`config.mk`:
```
export PLATFORM = sky130hd
export DESIGN_NAME = seg7_scan_driver
export DESIGN_NICKNAME = d
export VERILOG_FILES = /design/src/rtl/seg7_pkg.sv /design/src/rtl/seg7_hex_decode.sv /design/src/rtl/seg7_scan_driver.sv
export SDC_FILE = /design/constraint.sdc
export NUM_CORES = 1
export LEC_CHECK = 0
export ABC_CLOCK_PERIOD_IN_PS = 3900
export BUFFER_PORTS_ARGS = -buffer_cell sky130_fd_sc_hd__buf_2
export CORE_UTILIZATION = 46
export DETAILED_ROUTE_END_ITERATION = 10
export PLACE_DENSITY = 0.67
export REMOVE_ABC_BUFFERS = 1
export SKIP_CTS_REPAIR_TIMING = 1
export SYNTH_ARGS = -nofsm -noshare
export SYNTH_HDL_FRONTEND = slang
export SYNTH_SLANG_ARGS = --single-unit
```
`constraint.sdc`:
```
create_clock -name clk -period 3.9 [get_ports clk]
set_clock_uncertainty 0.2 [all_clocks]
set_input_delay 0.975 -clock clk [delete_from_list [all_inputs] [get_ports clk]]
set_output_delay 0.975 -clock clk [all_outputs]
set_load 0.01 [all_outputs]
```
`src/rtl/seg7_pkg.sv`:
```
// Shared segment codes and the BCD/hex to 7-segment decode function.
// Segment bit order is [0]=a .. [6]=g; patterns are active-high (1 = lit).
package seg7_pkg;

  localparam logic [6:0] SEG_0     = 7'h3F;
  localparam logic [6:0] SEG_1     = 7'h06;
  localparam logic [6:0] SEG_2     = 7'h5B;
  localparam logic [6:0] SEG_3     = 7'h4F;
  localparam logic [6:0] SEG_4     = 7'h66;
  localparam logic [6:0] SEG_5     = 7'h6D;
  localparam logic [6:0] SEG_6     = 7'h7D;
  localparam logic [6:0] SEG_7     = 7'h07;
  localparam logic [6:0] SEG_8     = 7'h7F;
  localparam logic [6:0] SEG_9     = 7'h6F;
  localparam logic [6:0] SEG_A     = 7'h77;
  localparam logic [6:0] SEG_B     = 7'h7C;
  localparam logic [6:0] SEG_C     = 7'h39;
  localparam logic [6:0] SEG_D     = 7'h5E;
  localparam logic [6:0] SEG_E     = 7'h79;
  localparam logic [6:0] SEG_F     = 7'h71;
  localparam logic [6:0] SEG_BLANK = 7'h00;

  function automatic logic [6:0] seg7_decode(input logic [3:0] code, input logic hex_en);
    logic [6:0] seg;
    case (code)
      4'h0:    seg = SEG_0;
      4'h1:    seg = SEG_1;
      4'h2:    seg = SEG_2;
      4'h3:    seg = SEG_3;
      4'h4:    seg = SEG_4;
      4'h5:    seg = SEG_5;
      4'h6:    seg = SEG_6;
      4'h7:    seg = SEG_7;
      4'h8:    seg = SEG_8;
      4'h9:    seg = SEG_9;
      4'hA:    seg = SEG_A;
      4'hB:    seg = SEG_B;
      4'hC:    seg = SEG_C;
      4'hD:    seg = SEG_D;
      4'hE:    seg = SEG_E;
      default: seg = SEG_F;
    endcase
    // Decimal-only builds show nothing for codes 10-15.
    if (!hex_en && code > 4'd9) seg = SEG_BLANK;
    return seg;
  endfunction

endpackage

```
`src/rtl/seg7_hex_decode.sv`:
```
// Combinational digit decoder with a forced-blank input, active-high segments.
module seg7_hex_decode
  import seg7_pkg::*;
#(
  parameter int unsigned HEX_EN = 1
) (
  input  logic [3:0] code,
  input  logic       blank,
  output logic [6:0] seg
);

  always_comb begin
    seg = blank ? SEG_BLANK : seg7_decode(code, HEX_EN != 0);
  end

endmodule

```
`src/rtl/seg7_scan_driver.sv`:
```
// Time-multiplexed 7-segment scan driver: shadow register, prescaler, digit index,
// leading-zero mask, digit mux and polarity-adjusted output registers.
module seg7_scan_driver
  import seg7_pkg::*;
#(
  parameter int unsigned NUM_DIGITS     = 4,
  parameter int unsigned SCAN_DIV       = 50000,
  parameter int unsigned HEX_EN         = 1,
  parameter int unsigned SEG_ACTIVE_LOW = 1,
  parameter int unsigned AN_ACTIVE_LOW  = 1
) (
  input  logic                    clk,
  input  logic                    reset,
  input  logic                    en,
  input  logic                    load,
  input  logic [4*NUM_DIGITS-1:0] digits_in,
  input  logic [NUM_DIGITS-1:0]   dp_in,
  input  logic                    lz_blank,
  output logic [6:0]              seg_out,
  output logic                    dp_out,
  output logic [NUM_DIGITS-1:0]   an_out,
  output logic                    slot_tick
);

  localparam int unsigned IdxW   = $clog2(NUM_DIGITS);
  localparam int unsigned PreW   = $clog2(SCAN_DIV);
  localparam logic        SegInv = (SEG_ACTIVE_LOW != 0);
  localparam logic        AnInv  = (AN_ACTIVE_LOW != 0);

  logic [4*NUM_DIGITS-1:0] shadow_digits_q;
  logic [NUM_DIGITS-1:0]   shadow_dp_q;
  logic                    shadow_lz_q;
  logic [PreW-1:0]         presc_q;
  logic [IdxW-1:0]         idx_q;

  logic                    last_count;
  logic                    last_idx;
  logic                    upper_zero;
  logic [NUM_DIGITS-1:0]   lz_mask;
  logic [3:0]              cur_code;
  logic                    cur_dp;
  logic                    cur_blank;
  logic [NUM_DIGITS-1:0]   an_hi;
  logic [6:0]              seg_hi;

  assign last_count = (presc_q == PreW'(SCAN_DIV - 1));
  assign last_idx   = (idx_q == IdxW'(NUM_DIGITS - 1));

  always_comb begin
    upper_zero = 1'b1;
    lz_mask    = '0;
    cur_code   = 4'd0;
    cur_dp     = 1'b0;
    cur_blank  = 1'b0;
    an_hi      = '0;
    // Walk from the most significant digit down; blanking stops at the first non-zero.
    for (int i = int'(NUM_DIGITS) - 1; i >= 0; i--) begin
      upper_zero = upper_zero && (shadow_digits_q[4*i +: 4] == 4'd0);
      lz_mask[i] = shadow_lz_q && upper_zero && (i != 0);
    end
    for (int i = 0; i < int'(NUM_DIGITS); i++) begin
      if (idx_q == IdxW'(i)) begin
        cur_code  = shadow_digits_q[4*i +: 4];
        cur_dp    = shadow_dp_q[i];
        cur_blank = lz_mask[i];
        // Slot count 0 is dead time so the previous digit's segments never ghost.
        an_hi[i]  = en && (presc_q != '0);
      end
    end
  end

  seg7_hex_decode #(
    .HEX_EN(HEX_EN)
  ) u_decode (
    .code (cur_code),
    .blank(cur_blank),
    .seg  (seg_hi)
  );

  always_ff @(posedge clk) begin
    if (reset) begin
      shadow_digits_q <= '0;
      shadow_dp_q     <= '0;
      shadow_lz_q     <= 1'b0;
      presc_q         <= '0;
      idx_q           <= '0;
      seg_out         <= {7{SegInv}};
      dp_out          <= SegInv;
      an_out          <= {NUM_DIGITS{AnInv}};
      slot_tick       <= 1'b0;
    end else begin
      if (load) begin
        shadow_digits_q <= digits_in;
        shadow_dp_q     <= dp_in;
        shadow_lz_q     <= lz_blank;
      end
      if (en) begin
        if (last_count) begin
          presc_q <= '0;
          idx_q   <= last_idx ? '0 : idx_q + IdxW'(1);
        end else begin
          presc_q <= presc_q + PreW'(1);
        end
      end
      seg_out   <= seg_hi ^ {7{SegInv}};
      dp_out    <= cur_dp ^ SegInv;
      an_out    <= an_hi ^ {NUM_DIGITS{AnInv}};
      slot_tick <= en && last_count;
    end
  end

endmodule
```
Yosys cells after proc, flatten, opt, wreduce, memory -nomap -nowiden. Memories as Yosys holds them, arrays and structs flattened. Index checks and enable logic that the tools add are counted.

Bits in registers: 52. ROM bits: 112. Bits of input ports: 25. Output and inout port bits: 13. Word-level logic and storage cells: 50. Memories: 1.

Memory list: (no name shown) (words 16, bits a word 7, rd ports 1, clocked after memory_dff 0, write ports 0, RTL line seg7_pkg.sv:25) `case (code)`.

Add/subtract/negate cells: 2. Equal/unequal tests: 4. Muxes and demuxes: 18. Bitwise gates (word level): 3. Reductions and logical operators: 13.

Operators by type and width (count): $add 16x1->16 const B (1); $eq 16x16->1 const B (1); $mux 16 (1); $mux 4 (4); $reduce_bool 16->1 (1); $logic_not 4->1 (3); $mux 1 (11); $logic_and 1x1->1 (7); $mux 7 (1); $not 7->7 (1); $eq 2x2->1 const B (2); $not 4->4 (1); $add 2x1->2 const B (1); $eq 2x1->1 const B (1); $logic_not 2->1 (1); $mux 2 (1); $reduce_and 2->1 (1); $not 1->1 (1).

Depth between registers and ports, before layout. Gate-level depths: netlist (run 1).

Depth in word-level cells: 9. Mapped depth: 11. Depth with buffers taken out: 10.

Modules after synthesis. From an unflattened synthesis (run 1), not the netlist that was laid out.

Cell total of the unflattened synthesis: 280. Area, all modules: 2466.1 µm².

Modules (own cells, without submodules): seg7_scan_driver (times used 1, cells each 247, area each 2197.1 µm²); seg7_hex_decode (times used 1, cells each 33, area each 269.0 µm²).

Worst setup path before layout (run 1). OpenSTA, ideal clock, no wires.

Kind: flip-flop to flip-flop. Start: register idx_q[1]. End: register seg_out[3]. Arrival: 2.163 ns. Data required time: 3.564 ns. Path slack: 1.401 ns. Cell stages (with the launch flop): 12. Path buffers: 1. Clock period less this slack: 2.499 ns. Cell sequence: dfxtp_1 -> inv_1 -> ha_1 -> buf_2 -> nor2b_1 -> a221oi_1 -> o31ai_1 -> inv_1 -> ha_1 -> mux2i_1 -> mux2_2 -> nand2_1.

Longest elaborated chain between the ends: 8.

RTL lines: start, declared (RTL line seg7_scan_driver.sv:34) `logic [IdxW-1:0] idx_q;`; start signal, assigned (RTL line seg7_scan_driver.sv:100) `idx_q <= last_idx ? '0 : idx_q + IdxW'(1);`; $logic_not 2->1 (RTL line seg7_scan_driver.sv:62) `if (idx_q == IdxW'(i)) begin`; $mux 4 (4 in a row) (RTL line seg7_scan_driver.sv:62); $mem_v2 16x7; $mux 7 (*) (RTL line seg7_hex_decode.sv:13) `seg = blank ? SEG_BLANK : seg7_decode(code, HEX_EN != 0);`; $not 7->7 (no source line) (*); end signal, assigned (RTL line seg7_scan_driver.sv:87) `seg_out <= {7{SegInv}};`; end signal, assigned (RTL line seg7_scan_driver.sv:105) `seg_out <= seg_hi ^ {7{SegInv}};`; end, declared (RTL line seg7_scan_driver.sv:19) `output logic [6:0] seg_out,`.

Every way passes the cells marked *; elsewhere a longest branch is shown, timed or not. A chain may end at the register's enable or synchronous reset.

Final worst setup path (run 1). Ends and elaborated chain as after synthesis.

==> results.md, run 1 <==
* DP Area at 2620 um^2
* Post-synth top area share at 43.1%
* Drt drc at 0
* Diode count at 0
* Synth cell count leaders: dfxtp_1, nor2_1, mux2i_1
* Inst Count DP at 347
* Max_slew headroom at 51.6%
* Logic pwr share at 10.2%
* Port bufs at 37
* Netlist cell types at 40
* Placer's final routability congestion estimate at 0.824
* Crit end category: flop
* Post-DP HPWL at 3220 um
* Synth Flop Type: dfxtp_1
* Top Ports at 38
* Via density at 5.17
* Gate Count Post-Synth at 256
* CTS sink cnt at 52
* Multiplexer share of the synthesized area at 11.7%
* Vias in the first global route at 1691
* Worst hold path class: flop to flop
* Post-Synth Simple-Gate Area at 20.7%
* Antenna violations before repair at 0
* Largest family of logic cells by synthesized area: simple AND/OR/NAND/NOR gates
* Pwr/cell area at 375 nW/um^2
* RSZ-0062 raised after global routing: no
* Status: finished clean
* Post-Syn Area per Cell at 9.43 um^2
* Synth Register Bits at 52
* CTS Buf Count at 5
* Critical Path Source Type: flop
* Slew Limit Fails at 0
* GR Overflow Total at 0
* # fillers at 455
* Finished layout cell area at 2730 um^2
* Standard-cell row count at 25
* Util after Layout at 55.9%
* Sequential fraction of the synthesis area at 43.1%
* DRT Pass-1 Iters at 4
* Ys Warns at 0
* Die area at 5540 um^2
* Post-synthesis compound-gate area fraction at 8.45%
* Switch share at 22.4%
* Hold Violations, Final at 0
* Share of post-route cells with drive strength above 1 at 17.4%
* Clk slew on worst S/H paths at 90 ps
* Sequential power share at 55.4%
* Ranking of synthesized cells by area: dfxtp_1, mux2i_1, nor2_1
* Flop-to-flop setup slack at 1050 ps
* Cell Int Power at 0.793 mW
* Placeable Area at 4880 um^2
* Longest Clk Path Bufs at 2
* CP arrival at 2810 ps
* Die Ht at 74.4 um
* Critical Path Fanout Max at 11
* CTS tree: done
* Post-synth ARST share at 0%
* Leading area contributor after synthesis: dfxtp_1
* Switching power at 0.229 mW
* Largest net degree at the start of global routing at 28
* CTS H-tree depth at 2
* All-Layer GR Usage at 17.6%
* Fin nets at 324
* Clk pwr share at 34.5%
* VDD IR max at 229 uV
* P&R area growth vs syn at 13.1%
* Fin Setup TNS at 0 ps
* DR WL/cell at 12.4 um
* Final Instance Count excl. Fillers at 355
* Peak Freq at 351 MHz
* Post-Route WL at 4400 um
* Clock period minus worst slack at 2850 ps
* Antenna Violating Nets Remaining at 0
* Die Width at 74.4 um
* Count leader, synth: dfxtp_1
* Crit path required time at 3860 ps
* Post-synth EDFFs at 0
* Clk_lat worst skew at 300 ps
* First-pass GRT wire length at 7540 um
* Vias at 1835
* Clock root buffer: clkbuf_8
* Maximum Capacitance Violations at 0
* Lkg Pwr at 1.15 nW
* Crit path kind: flop to flop
* Post-Synth Adder-Cell Area at 6.22%
* Starting Density at 49.5%
* Final Setup Violations at 0
* Post-Syn Area at 2410 um^2
* Iter 0 DRT Violations at 133
* Worst Tran Pin Value at 719 ps
* Post-route clock period utilization at 73.0%
* Area share of xor/xnor cells in the synthesized design at 5.81%
==> cells in the final DEF (no fill, tap or decap), types with 6 or more instances in the layout <==
cell and instances:
xnor2_1 6, buf_2 37, nand2_1 21, mux2i_1 27, inv_1 10, o221ai_1 6
xor2_1 10, nor2_1 43, dfxtp_1 52, ha_1 12
==> layout make-up <==
type	instances	area, um^2	share of cell area [%]
Sequential cell	52	1040	38.1
Clock buffer	6	72.6	2.66
Inverter	10	37.5	1.37
Tap cell	67	83.8	3.07
Multi-Input combinational cell	181	1270	46.7
Timing Repair Buffer	37	185	6.78
Clock inverter	2	35.0	1.28
==> state kept, by name (all words and copies together), names as in the netlist <==
name,cells
dp_out,1
an_out,4
idx_q,2
shadow_lz_q,1
slot_tick,1
shadow_digits_q,16
shadow_dp_q,4
seg_out,7
presc_q,16
==> path summary, 6_finish.rpt <==
path / cells past startpoint / endpoint / start
worst max register to register: 10 / seg_out[3] / idx_q[1]
worst min register to register: 2 / shadow_digits_q[12] / shadow_digits_q[12]
worst max-delay path: 10 / seg_out[3] / idx_q[1]
worst min-delay path: 2 / shadow_digits_q[12] / shadow_digits_q[12]
==> metrics by stage <==
step / hold slack (ps) / power, mW / worst slack (ps)
final: 304 / 1.02 / 1050
after detailed placement: 294 / 0.683 / 1070
after global routing: 343 / 1.07 / 778
after global placement: 278 / 0.682 / 1130
after floorplan: 252 / 0.640 / 1440
after CTS: 317 / 1.03 / 1040
==> per-layer routing <==
metal	up-vias	share of wire, %	GRT usage [%]
met2	47	46	29.0
li1	944	-	-
met4	0	1.5	6.29
met5	-	0	0
met3	9	3.8	3.66
met1	835	49	22.9
==> kinds of logic (layout without fill, tap and decap cells) <==
family / count (synthesis) / count (layout)
and+or+nand+nor: 102 / 102
buffers and inverters: 23 / 55
xor gates and xnor gates: 16 / 16
adders and majority gates: 12 / 12
AOI/OAI and AO/OA: 23 / 23
muxes: 28 / 28
DFF: 52 / 52
==> power by group through the flow <==
stage / Sequential [mW] / Clock, mW / Combinational, mW
detailed placement: 0.579 / 0 / 0.104
global placement: 0.579 / 0 / 0.104
global route: 0.569 / 0.381 / 0.118
finish: 0.566 / 0.352 / 0.104
floorplan: 0.580 / 0 / 0.0601
CTS: 0.566 / 0.363 / 0.105
==> critical path, cell delays in order, from the launching register on <==
cell      delay (ps)
dfxtp_1          360
inv_1             90
ha_1             310
nor2b_1          190
a221oi_1         100
o31ai_1          650
inv_1            190
ha_1             290
mux2i_1          130
mux2_2           160
nand2_1           40
(Power assumes the default switching activity.)
==> inputs of run 2 (changes only) <==
--- a/config.mk
+++ b/config.mk
@@ -5,11 +5,11 @@
 export SDC_FILE = /design/constraint.sdc
 export NUM_CORES = 1
 export LEC_CHECK = 0
-export ABC_CLOCK_PERIOD_IN_PS = 3900
+export ABC_CLOCK_PERIOD_IN_PS = 2350
 export BUFFER_PORTS_ARGS = -buffer_cell sky130_fd_sc_hd__buf_2
 export CORE_UTILIZATION = 46
 export DETAILED_ROUTE_END_ITERATION = 10
-export PLACE_DENSITY = 0.67
+export PLACE_DENSITY = 0.7
 export REMOVE_ABC_BUFFERS = 1
 export SKIP_CTS_REPAIR_TIMING = 1
 export SYNTH_ARGS = -nofsm -noshare
==> constraint.sdc (replaced) <==
create_clock -name clk -period 2.35 [get_ports clk]
set_clock_uncertainty 0.2 [all_clocks]
set_input_delay 0.5875 -clock clk [delete_from_list [all_inputs] [get_ports clk]]
set_output_delay 0.5875 -clock clk [all_outputs]
set_load 0.01 [all_outputs]
==> results.md, run 2 (synthesis gave the netlist of run 1 again) <==
* Largest net degree at the start of global routing at 22 (was 28)
* Die Width at 74.4 um (unchanged)
* Final Setup Violations at 0 (unchanged)
* Die area at 5540 um^2 (unchanged)
* VDD IR max at 492 uV (was 229 uV)
* Via density at 5.22 (was 5.17)
* CTS H-tree depth at 2 (unchanged)
* Cell Int Power at 1.28 mW (was 0.793 mW)
* Post-Route WL at 4980 um (was 4400 um)
* CTS sink cnt at 52 (unchanged)
* Reg2reg start: idx_q[1] (unchanged)
* Crit path required time at 2350 ps (was 3860 ps)
* Longest Clk Path Bufs at 2 (unchanged)
* Final WS setup at 100 ps (was 1050 ps)
* Inst Count DP at 366 (was 347)
* Slew Limit Fails at 0 (unchanged)
* Post-DP HPWL at 3610 um (was 3220 um)
* Worst setup path endpoint: seg_out[3] (unchanged)
* Hold Violations, Final at 0 (unchanged)
* Hold_ws at 305 ps (was 304 ps)
* Final Instance Count excl. Fillers at 375 (was 355)
* P&R area growth vs syn at 22.4% (was 13.1%)
* Drt drc at 0 (unchanged)
* Most common cell after layout, fill and taps aside: dfxtp_1 (unchanged)
* Clk_lat worst skew at 300 ps (about the same)
* First-pass GRT wire length at 8090 um (was 7540 um)
* Iter 0 DRT Violations at 119 (was 133)
* Critical Path Source: idx_q[1] (unchanged)
* Worst Tran Pin Value at 632 ps (was 719 ps)
* Placer's final routability congestion estimate at 0.839 (was 0.824)
* Clock root buffer: clkbuf_8 (unchanged)
* Antenna violations before repair at 0 (unchanged)
* Pwr/cell area at 565 nW/um^2 (was 375 nW/um^2)
* DRT Pass-1 Iters at 4 (unchanged)
* Dpl ws at -270 ps (was 1070 ps)
* Clock period minus worst slack at 2250 ps (was 2850 ps)
* Flop-to-flop setup slack at 100 ps (was 1050 ps)
* Crit path kind: flop to flop (unchanged)
* GR Overflow Total at 0 (unchanged)
* Reg2Reg Depth at 10 (unchanged)
* Standard-cell row count at 25 (unchanged)
* Maximum Capacitance Violations at 0 (unchanged)
* Diode count at 0 (unchanged)
* Vias in the first global route at 1871 (was 1691)
* Switch share at 23.5% (was 22.4%)
* Clk pwr share at 32.1% (was 34.5%)
* Peak Freq at 445 MHz (was 351 MHz)
* Sequential power share at 56.4% (was 55.4%)
* Switching power at 0.393 mW (was 0.229 mW)
* All-Layer GR Usage at 19.1% (was 17.6%)
* Port bufs at 37 (unchanged)
* RR Endpoint: seg_out[3] (unchanged)
* CTS Buf Count at 5 (unchanged)
* CP arrival at 2250 ps (was 2810 ps)
* DR WL/cell at 13.3 um (was 12.4 um)
* Vias at 1959 (was 1835)
* Critical Path Fanout Max at 4 (was 11)
* Antenna Violating Nets Remaining at 0 (unchanged)
* Tot Pwr at 1.67 mW (was 1.02 mW)
* Clk slew on worst S/H paths at 90 ps (about the same)
* CTS tree: done (unchanged)
* RSZ-0062 raised after global routing: yes (was no)
* Most frequent cells in the layout: dfxtp_1, nor2_1, buf_2, mux2i_1 (was dfxtp_1, nor2_1, buf_2, mux2i_1, nand2_1)
* Largest regs: presc_q x16, shadow_digits_q x16, seg_out x7 (unchanged)
* Die Ht at 74.4 um (unchanged)
* Status: finished clean (unchanged)
* Top Ports at 38 (unchanged)
* Starting Density at 49.5% (unchanged)
* Crit end category: flop (unchanged)
* Placeable Area at 4880 um^2 (unchanged)
* Share of post-route cells with drive strength above 1 at 26.9% (was 17.4%)
* Logic pwr share at 11.5% (was 10.2%)
* Post-route clock period utilization at 95.7% (was 73.0%)
* Lkg Pwr at 1.27 nW (was 1.15 nW)
* Fin nets at 345 (was 324)
* Max_slew headroom at 57.9% (was 51.6%)
* Critical Path Source Type: flop (unchanged)
* Worst hold path class: flop to flop (unchanged)
## run 2: cell types whose count changed in the layout (fill, tap and decap cells not counted), moves of 2 or more
cell	change
ha_2	+3
buf_4	+21
dfxtp_1	-2
inv_2	+2
dfxtp_2	+2
inv_1	-2
clkbuf_8	+2
ha_1	-4
a221oi_4	+2
## run 2: critical path, stage by stage, from the launching register on
cell and delay, ps:
dfxtp_2 330, inv_1 60, ha_2 200, buf_4 160
a221oi_4 310, o31ai_4 100, buf_4 150, ha_1 290
mux2i_1 140, mux2_2 160, nand2_1 50
## run 2: how the worst min path moves through the flow
stage / startpoint / slack, ps / depth (start not counted) / end
after floorplan: shadow_lz_q / 250 / 2 / shadow_lz_q
final: shadow_dp_q[1] / 310 / 2 / shadow_dp_q[1]
after global placement: shadow_digits_q[2] / 280 / 2 / shadow_digits_q[2]
after detailed placement: shadow_dp_q[1] / 280 / 2 / shadow_dp_q[1]
after global routing: shadow_dp_q[1] / 330 / 2 / shadow_dp_q[1]
after CTS: shadow_dp_q[1] / 310 / 2 / shadow_dp_q[1]
## run 2: stage by stage
stage | setup TNS (ps) | utilization (%) | instance area (um^2)
global placement | -618 | 56.7 | 2770
CTS | -1280 | 58.6 | 2860
detailed placement | -1170 | 56.7 | 2770
finish | 0 | 60.5 | 2950
floorplan | -266 | - | 2350
global route | -24.2 | 60.5 | 2950
## run 2: final cells by class
cell class / instances / area (um^2)
clock buffers: 7 / 96.3
fillers: 434 / 1930
inverters: 10 / 37.5
multi-input cells: 181 / 1350
flip-flops and latches: 52 / 1040
well taps: 67 / 83.8
repair buffers: 58 / 343
## run 2: power groups by stage
| stage | clock network [mW] | registers [mW] | logic (mW) |
|---|---|---|---|
| global route | 0.583 | 0.947 | 0.214 |
| CTS | 0.551 | 0.941 | 0.187 |
| finish | 0.536 | 0.942 | 0.192 |
| floorplan | 0 | 0.962 | 0.0997 |
| global placement | 0 | 0.961 | 0.180 |
| detailed placement | 0 | 0.961 | 0.183 |
## run 2: per-layer routing
metal | up-vias | part of all wire, % | wire length, um | track usage (%)
li1 | 977 | - | - | -
met1 | 929 | 43 | 2160 | 21.8
met2 | 44 | 50 | 2480 | 34.0
met3 | 9 | 5.1 | 252 | 4.34
met4 | 0 | 1.7 | 87 | 7.97
met5 | - | 0 | 0 | 0
==> inputs of run 3 (changes only) <==
--- a/config.mk
+++ b/config.mk
@@ -9,7 +9,7 @@
 export BUFFER_PORTS_ARGS = -buffer_cell sky130_fd_sc_hd__buf_2
 export CORE_UTILIZATION = 46
 export DETAILED_ROUTE_END_ITERATION = 10
-export PLACE_DENSITY = 0.7
+export PLACE_DENSITY_LB_ADDON = 0.2
 export REMOVE_ABC_BUFFERS = 1
 export SKIP_CTS_REPAIR_TIMING = 1
 export SYNTH_ARGS = -nofsm -noshare
==> results.md, run 3 (synthesis gave the netlist of run 1 again) <==
* Reg2reg start: idx_q[0] (was idx_q[1])
* Post-Route WL at 4900 um (was 4980 um)
* Post-DP HPWL at 3490 um (was 3610 um)
* Crit path kind: flop to flop (unchanged)
* Antenna Violating Nets Remaining at 0 (unchanged)
* Crit path required time at 2400 ps (was 2350 ps)
* Util after Layout at 60.8% (was 60.5%)
* Peak Freq at 436 MHz (was 445 MHz)
* Clk pwr share at 30.9% (was 32.1%)
* Flop-to-flop setup slack at 60 ps (was 100 ps)
* Port bufs at 37 (unchanged)
* Final Setup Violations at 0 (unchanged)
* Via density at 5.11 (was 5.22)
* Worst Tran Pin Value at 601 ps (was 632 ps)
* Hold_ws at 303 ps (was 305 ps)
* Diode count at 0 (unchanged)
* Worst Hold Launch: shadow_dp_q[3] (was shadow_dp_q[1])
* Final Instance Count excl. Fillers at 376 (was 375)
* Max_slew headroom at 59.9% (was 57.9%)
* Pwr/cell area at 557 nW/um^2 (was 565 nW/um^2)
* Die Width at 74.4 um (unchanged)
* Switching power at 0.394 mW (was 0.393 mW)
* Clk slew on worst S/H paths at 80 ps (was 90 ps)
* Die Ht at 74.4 um (unchanged)
* All-Layer GR Usage at 18.7% (was 19.1%)
* Status: finished clean (unchanged)
* Inst Count DP at 365 (was 366)
* Most common cell after layout, fill and taps aside: dfxtp_1 (unchanged)
* Clock period minus worst slack at 2290 ps (was 2250 ps)
* Maximum Capacitance Violations at 0 (unchanged)
* Sequential power share at 56.9% (was 56.4%)
* DR WL/cell at 13.0 um (was 13.3 um)
* CTS H-tree depth at 2 (unchanged)
* Drt drc at 0 (unchanged)
* Cell Int Power at 1.26 mW (was 1.28 mW)
* Tot Pwr at 1.65 mW (was 1.67 mW)
* Multi-input gate area at 1370 um^2 (was 1350 um^2)
* Switch share at 23.8% (was 23.5%)
* Logic pwr share at 12.2% (was 11.5%)
* # fillers at 434 (unchanged)
* Longest Clk Path Bufs at 2 (unchanged)
* Reg2Reg Depth at 10 (unchanged)
* Fin Setup TNS at 0 ps (unchanged)
* CTS Buf Count at 5 (unchanged)
* Clk_lat worst skew at 300 ps (about the same)
* Iter 0 DRT Violations at 67 (was 119)
* Antenna violations before repair at 0 (unchanged)
* Critical Path Source Type: flop (unchanged)
* Post-route clock period utilization at 97.6% (was 95.7%)
* Most frequent cells in the layout: dfxtp_1, nor2_1, buf_2, mux2i_1 (unchanged)
* CTS tree: done (unchanged)
* Critical Path Fanout Max at 5 (was 4)
* Fin nets at 345 (unchanged)
* Starting Density at 49.5% (unchanged)
* Top Ports at 38 (unchanged)
* Clock root buffer: clkbuf_8 (unchanged)
* VDD IR max at 344 uV (was 492 uV)
* Share of post-route cells with drive strength above 1 at 29.1% (was 26.9%)
* Largest net degree at the start of global routing at 22 (unchanged)
* Reg area at 1050 um^2 (was 1040 um^2)
* Worst hold path class: flop to flop (unchanged)
* DP Area at 2760 um^2 (was 2770 um^2)
* Finished layout cell area at 2970 um^2 (was 2950 um^2)
* Placer's final routability congestion estimate at 0.785 (was 0.839)
* P&R area growth vs syn at 22.9% (was 22.4%)
* Dpl ws at -300 ps (was -270 ps)
* Critical Path Source: idx_q[0] (was idx_q[1])
* Largest regs: presc_q x16, shadow_digits_q x16, seg_out x7 (unchanged)
* Final WS setup at 56.8 ps (was 100 ps)
* CTS sink cnt at 52 (unchanged)
* Hold Violations, Final at 0 (unchanged)
* Worst setup path endpoint: seg_out[3] (unchanged)
* GR Overflow Total at 0 (unchanged)
* RR Endpoint: seg_out[3] (unchanged)
* Vias in the first global route at 1842 (was 1871)
* CP arrival at 2340 ps (was 2250 ps)
* DRT Pass-1 Iters at 7 (was 4)
* First-pass GRT wire length at 7840 um (was 8090 um)
* Die area at 5540 um^2 (unchanged)
* Standard-cell row count at 25 (unchanged)
* Placeable Area at 4880 um^2 (unchanged)
* Vias at 1920 (was 1959)
* Lkg Pwr at 1.25 nW (was 1.27 nW)
* Crit end category: flop (unchanged)
* Slew Limit Fails at 0 (unchanged)
[run 3: per-layer routing]
layer,up-vias,track usage (%),share of wire (%)
li1,986,-,-
met3,7,4.74,3.1
met1,896,20.8,43
met5,-,0,0
met4,0,5.24,1.1
met2,31,34.7,53
[run 3: how the worst min path moves through the flow]
stage | end | slack, ps | cells after the start
2_1_floorplan | shadow_lz_q | 250 | 2
3_3_place_gp | shadow_dp_q[2] | 270 | 2
3_5_place_dp | shadow_lz_q | 280 | 2
4_1_cts | shadow_dp_q[3] | 310 | 2
5_1_grt | shadow_digits_q[6] | 320 | 3
6_report | shadow_dp_q[3] | 300 | 2
[run 3: area by class of cell]
class / instances / area share, %
timing repair buffer: 58 / 11.6
clock buffer: 8 / 3.04
multi-input combinational: 181 / 46.1
inverter: 10 / 1.27
tap: 67 / 2.83
sequential: 52 / 35.3
[run 3: worst max-delay path, cell delays in order (launching register included)]
cell and delay (ps):
dfxtp_4 380, inv_2 50, ha_2 180, nor2b_2 160
a221oi_2 340, o31ai_4 120, buf_4 160, ha_4 260
mux2i_1 60, mux2_2 270, nand2_1 60
[run 3: power by group through the flow]
stage	combinational (mW)	clock, mW	sequential [mW]
6_report	0.201	0.511	0.940
5_1_grt	0.223	0.569	0.944
4_1_cts	0.187	0.526	0.940
3_5_place_dp	0.185	0	0.961
3_3_place_gp	0.183	0	0.960
2_1_floorplan	0.0997	0	0.962
